$ cat src/rtl/pulse_pkg.sv
// Edge-mode encoding and sizing helpers shared by the pulse conditioner.
package pulse_pkg;

  typedef logic [1:0] edge_mode_t;

  localparam edge_mode_t EDGE_RISE = 2'd0;
  localparam edge_mode_t EDGE_FALL = 2'd1;
  localparam edge_mode_t EDGE_BOTH = 2'd2;

  // Decide whether a level transition is one this channel reports.
  function automatic logic edge_qualify(edge_mode_t mode, logic rise, logic fall);
    logic q;
    q = 1'b0;
    case (mode)
      EDGE_RISE: q = rise;
      EDGE_FALL: q = fall;
      EDGE_BOTH: q = rise | fall;
      default:   q = 1'b0;
    endcase
    return q;
  endfunction

  function automatic int max_int(int a, int b);
    return (a > b) ? a : b;
  endfunction

endpackage

$ cat src/rtl/pulse_chan.sv
// One conditioner channel: synchroniser, counter debouncer, edge pulse and
// optional auto-repeat (built only when PULSE_AUTOREPEAT_EN is defined).
module pulse_chan
  import pulse_pkg::*;
#(
  parameter int         SYNC_STAGES     = 2,
  parameter int         DEBOUNCE_CYCLES = 4,
  parameter edge_mode_t EDGE_MODE       = EDGE_RISE,
  parameter int         REPEAT_DELAY    = 8,
  parameter int         REPEAT_PERIOD   = 4
) (
  input  logic clk,
  input  logic rst_n,
  input  logic en,
  input  logic in_trig,
  output logic level,
  output logic pulse
);

  localparam int CW = $clog2(DEBOUNCE_CYCLES + 1);
  localparam logic [CW-1:0] CNT_LAST = CW'(DEBOUNCE_CYCLES - 1);

  if (SYNC_STAGES < 2 || DEBOUNCE_CYCLES < 1 || REPEAT_DELAY < 1 ||
      REPEAT_PERIOD < 1 || EDGE_MODE == 2'd3) begin : g_bad_cfg
    $error("pulse_chan: illegal parameter combination");
  end

  logic [SYNC_STAGES-1:0] sync_q;
  logic [CW-1:0]          cnt;
  logic                   level_prev;
  logic                   s;
  logic                   rise;
  logic                   fall;
  logic                   rpt_fire;

  assign s    = sync_q[SYNC_STAGES-1];
  assign rise = level & ~level_prev;
  assign fall = ~level & level_prev;

  // rst_n is the legacy name of an active-high asynchronous reset.
  always_ff @(posedge clk or posedge rst_n) begin
    if (rst_n) begin
      sync_q     <= '0;
      cnt        <= '0;
      level      <= 1'b0;
      level_prev <= 1'b0;
      pulse      <= 1'b0;
    end else begin
      sync_q     <= {sync_q[SYNC_STAGES-2:0], in_trig};
      level_prev <= level;
      pulse      <= en & (edge_qualify(EDGE_MODE, rise, fall) | rpt_fire);
      if (s == level) begin
        cnt <= '0;
      end else if (cnt == CNT_LAST) begin
        level <= s;
        cnt   <= '0;
      end else begin
        cnt <= cnt + CW'(1);
      end
    end
  end

`ifdef PULSE_AUTOREPEAT_EN
  localparam int RW = $clog2(max_int(REPEAT_DELAY, REPEAT_PERIOD) + 1);
  localparam logic [RW-1:0] DELAY_LAST  = RW'(REPEAT_DELAY - 1);
  localparam logic [RW-1:0] PERIOD_LAST = RW'(REPEAT_PERIOD - 1);

  logic          rpt_active;
  logic          rpt_periodic;
  logic [RW-1:0] rpt_cnt;

  // Requiring level==1 here is what lets a release pulse win over a repeat.
  assign rpt_fire = rpt_active & level & en &
                    (rpt_cnt == (rpt_periodic ? PERIOD_LAST : DELAY_LAST));

  always_ff @(posedge clk or posedge rst_n) begin
    if (rst_n) begin
      rpt_active   <= 1'b0;
      rpt_periodic <= 1'b0;
      rpt_cnt      <= '0;
    end else if (rise && en && EDGE_MODE != EDGE_FALL) begin
      rpt_active   <= 1'b1;
      rpt_periodic <= 1'b0;
      rpt_cnt      <= '0;
    end else if (!level || !en) begin
      rpt_active   <= 1'b0;
      rpt_periodic <= 1'b0;
      rpt_cnt      <= '0;
    end else if (rpt_fire) begin
      rpt_periodic <= 1'b1;
      rpt_cnt      <= '0;
    end else if (rpt_active) begin
      rpt_cnt <= rpt_cnt + RW'(1);
    end
  end
`else
  assign rpt_fire = 1'b0;
`endif

endmodule

$ cat src/rtl/pulse_conditioner.sv
// N-channel button/switch conditioner: one pulse_chan per input, en gates pulses.
// Auto-repeat is included when PULSE_AUTOREPEAT_EN is defined.
module pulse_conditioner
  import pulse_pkg::*;
#(
  parameter int         N_CH            = 4,
  parameter int         SYNC_STAGES     = 2,
  parameter int         DEBOUNCE_CYCLES = 4,
  parameter edge_mode_t EDGE_MODE       = EDGE_RISE,
  parameter int         REPEAT_DELAY    = 8,
  parameter int         REPEAT_PERIOD   = 4
) (
  input  logic            clk,
  input  logic            rst_n,
  input  logic            en,
  input  logic [N_CH-1:0] in_trig,
  output logic [N_CH-1:0] out_level,
  output logic [N_CH-1:0] out_pulse
);

  for (genvar i = 0; i < N_CH; i++) begin : g_chan
    pulse_chan #(
      .SYNC_STAGES    (SYNC_STAGES),
      .DEBOUNCE_CYCLES(DEBOUNCE_CYCLES),
      .EDGE_MODE      (EDGE_MODE),
      .REPEAT_DELAY   (REPEAT_DELAY),
      .REPEAT_PERIOD  (REPEAT_PERIOD)
    ) u_chan (
      .clk    (clk),
      .rst_n  (rst_n),
      .en     (en),
      .in_trig(in_trig[i]),
      .level  (out_level[i]),
      .pulse  (out_pulse[i])
    );
  end

endmodule

$ cat config.mk
export PLATFORM = sky130hd
export DESIGN_NAME = pulse_conditioner
export DESIGN_NICKNAME = d
export VERILOG_FILES = /design/src/rtl/pulse_pkg.sv /design/src/rtl/pulse_chan.sv /design/src/rtl/pulse_conditioner.sv
export SDC_FILE = /design/constraint.sdc
export NUM_CORES = 1
export LEC_CHECK = 0
export ABC_AREA = 1
export BUFFER_PORTS_ARGS = -buffer_cell sky130_fd_sc_hd__buf_2
export CAP_MARGIN = 5
export CORE_UTILIZATION = 41
export DETAILED_ROUTE_END_ITERATION = 7
export GPL_TIMING_DRIVEN = 0
export PLACE_DENSITY_LB_ADDON = 0.1
export SLEW_MARGIN = 10
export SYNTH_ARGS = -nofsm -noshare
export SYNTH_HDL_FRONTEND = slang
export SYNTH_SLANG_ARGS = --single-unit
$ cat constraint.sdc
create_clock -name clk -period 1.25 [get_ports clk]
set_clock_uncertainty 0.2 [all_clocks]
set_input_delay 0.25 -clock clk [delete_from_list [all_inputs] [get_ports clk]]
set_output_delay 0.25 -clock clk [all_outputs]
set_load 0.01 [all_outputs]
==> flow_summary.json <==
{
  "power.density_nw_per_um2": 2000,
  "maxSlewViolCount": 0,
  "cp.required_ns": 0.80,
  "setup.worst_path.class": "register to output pin",
  "fmax_ghz": 0.7702,
  "drt_iter0_drc": 8,
  "grt.met1_usage": 0.1654,
  "portBuffers": 14,
  "seqPwrFrac": 0.481,
  "antenna_found_initial": 0,
  "synthArstFlopShare": 1.000,
  "viasPerCell": 4.377,
  "fin_crit_ns": 1.298,
  "htreeDepth": 2,
  "synth-edff-count": 0,
  "grt_max_degree": 33,
  "hpwlAfterDp_mm": 1.095,
  "power_leakage_nw": 0.7793,
  "cts_tree": "yes",
  "wl_per_cell_um": 9.491,
  "whs_ns": -0.1967,
  "rsz0062_at_grt": "true",
  "postSynthCellCount": 122,
  "fp.dieH_um": 57.02,
  "relSlewSlack": 0.5703,
  "synth_top_area_share": 0.6452,
  "postPlaceCellArea_um2": 1350,
  "crit_path_max_fanout": 2,
  "worstSetupEndpointType": "output pin",
  "synth_flop_cell": "dfrtp_1",
  "swShare": 0.3107,
  "busiest_layer": "met2",
  "regArea_um2": 800.8,
  "p_int_w": 0.002025,
  "grt_pass1_wl_mm": 2.973,
  "cap_violations": 0,
  "start_kind": "register",
  "first_global_vias": 706,
  "fill_cells": 257,
  "drive_above_1_share": 0.2778,
  "yosysMostFrequentCell": "dfrtp_1",
  "p_clk_frac": 0.205,
  "die_w_um": 57.02,
  "failed_checks": "DRC, hold timing, setup timing",
  "synthTopCellsByCount": "32 x dfrtp_1, 24 x nand2_1, 19 x inv_1, 12 x nor2_1, 11 x nand2_2",
  "dieArea_um2": 3251,
  "cts_root_buf": "clkbuf_4",
  "ant_nets": 0,
  "finalSetupViolations": 8,
  "syn2layout_area_growth_pct": 18.35,
  "overflow": 0,
  "crit_slowest_cell": "dfrtp_1",
  "met2_usage": 0.1714,
  "ys_types": 10,
  "irDropWorstVdd_v": 0.0008697,
  "first_pass_iters": 6,
  "arrival_ns": 0.85,
  "p_sw_w": 0.0009128,
  "core-area_um2": 2805,
  "initial_utilization": 0.4425,
  "clock-sinks": 32,
  "cts_made_buffers": 5,
  "worst_slew_pin_slew_ns": 0.6436,
  "wl_mm": 1.661,
  "crit_chain": "buf_6",
  "ios": 15,
  "diodes": 0,
  "final_nets": 154,
  "num_rows": 19,
  "cts.hold.buffers_added": 4,
  "hp-class": "primary input to asynchronous set/reset pin",
  "layout_setup_ws_ns": -0.04844,
  "synth_area_um2": 1241,
  "syn_area_per_cell_um2": 10.17,
  "status": "finished with violations",
  "synth_area_leaders": "dfrtp_1 65%, nand2_1 7.3%, inv_1 5.7%",
  "hold_violations": 32,
  "place.gp.congestion": 0.6904,
  "ys_ff_latch": 32,
  "grt_use_total": 0.1253,
  "via_count": 766,
  "max_stage_delay_ns": 0.40,
  "clk_pin_slew_ns": 0.09,
  "clockBufferDepth": 2,
  "synthesis.nets": 133,
  "synth_top_area_cell": "dfrtp_1",
  "finalCritPeriodShare": 1.039,
  "path_buf_inv": 1,
  "seq_area_frac_synth": 0.6452,
  "multi_input_area_um2": 294.0,
  "tns_ns": -0.3046,
  "use_met3": 0.04762,
  "ys.warnings.count": 0,
  "clock_latency_ns": 0.33,
  "comb_power_share": 0.314,
  "cp_top_family": "flip-flops",
  "drc": 4,
  "fin_area_um2": 1469
}
==> flip-flops by register name, indices dropped and copies added (netlist names) <==
| register | count |
|---|---|
| g_chan.u_chan.cnt | 12 |
| g_chan.u_chan.sync_q | 8 |
| g_chan.u_chan.pulse | 4 |
| g_chan.u_chan.level_prev | 4 |
| g_chan.u_chan.level | 4 |
==> power by group through the flow <==
stage | Combinational [W] | Sequential (W) | Clock, W
global route | 0.00104 | 0.00144 | 0.000678
floorplan | 0.000629 | 0.00143 | 0
CTS | 0.000937 | 0.00142 | 0.000634
detailed placement | 0.000796 | 0.00148 | 0
global placement | 0.000769 | 0.00146 | 0
finish | 0.000923 | 0.00141 | 0.000602
==> metal layers <==
metal  part of all wire  up-vias
li1                   -      398
met3              0.055        7
met1               0.48      343
met4              0.034        0
met5                  0        -
met2               0.43       18
==> worst paths after layout <==
kind,startpoint,to,slack [ns],depth (start not counted)
setup / recovery,g_chan[0].u_chan.level,out_level[0],-0.05,1
hold reg to reg,g_chan[3].u_chan.sync_q[0],g_chan[3].u_chan.sync_q[1],0.15,0
min in group clk,en,g_chan[1].u_chan.pulse,0.02,3
max in group asynchronous,rst_n,g_chan[1].u_chan.cnt[2],0.63,2
setup reg to reg,g_chan[1].u_chan.cnt[0],g_chan[1].u_chan.cnt[1],0.12,4
hold / removal,rst_n,g_chan[0].u_chan.pulse,-0.20,2
==> kinds of logic (layout without fill, tap and decap cells) <==
kind of cell,count (synthesis),after routing,share of synthesized area
buf+inv,31,53,0.1179
fa+ha+maj,4,4,0.04032
simple gates,55,55,0.1966
flops,32,32,0.6452
==> through the flow <==
step           instances  worst slack (ns)    util  power [W]  hold WS (ns)
2_1_floorplan        122            0.1092       -   0.002064       0.08143
3_3_place_gp         167           -0.2858  0.4813   0.002233        0.1337
3_5_place_dp         167           -0.3427  0.4813   0.002271        0.1347
4_1_cts              175          -0.07155  0.5236   0.002988      0.005430
5_1_grt              175          -0.09805  0.5236   0.003166       -0.1468
6_report             175          -0.04844  0.5236   0.002938       -0.1967
==> worst register-to-register path, stage by stage (launching register included) <==
cell     delay (ns)
dfrtp_1        0.39
ha_1           0.24
nand2_2        0.09
nand2_1        0.05
nor2_1         0.10
==> cells in the final DEF (no fill, tap or decap) <==
cell type / n
clkbuf_8: 1
nand2_1: 24
inv_1: 18
ha_1: 4
nand3_1: 4
nor2_1: 12
clkbuf_4: 5
nand2_2: 11
buf_4: 4
inv_2: 5
buf_2: 6
dlygate4sd3_1: 4
clkbuf_1: 2
dfrtp_1: 32
buf_6: 8
nor3_1: 4
==> timing repair <==
item,CTS,global route
buffers inserted,4,0
endpoints found under the setup margin,8,8
gates resized for setup,8,0
hold endpoints to repair,4,32
==> final cells by class <==
type,instances,share of cell area
inverters,23,0.05877
clock buffers,8,0.04003
repair buffers,22,0.1295
flip-flops and latches,32,0.5451
well taps,31,0.02641
multi-input cells,59,0.2002
No activity file was read; power rests on OpenSTA's default activity.
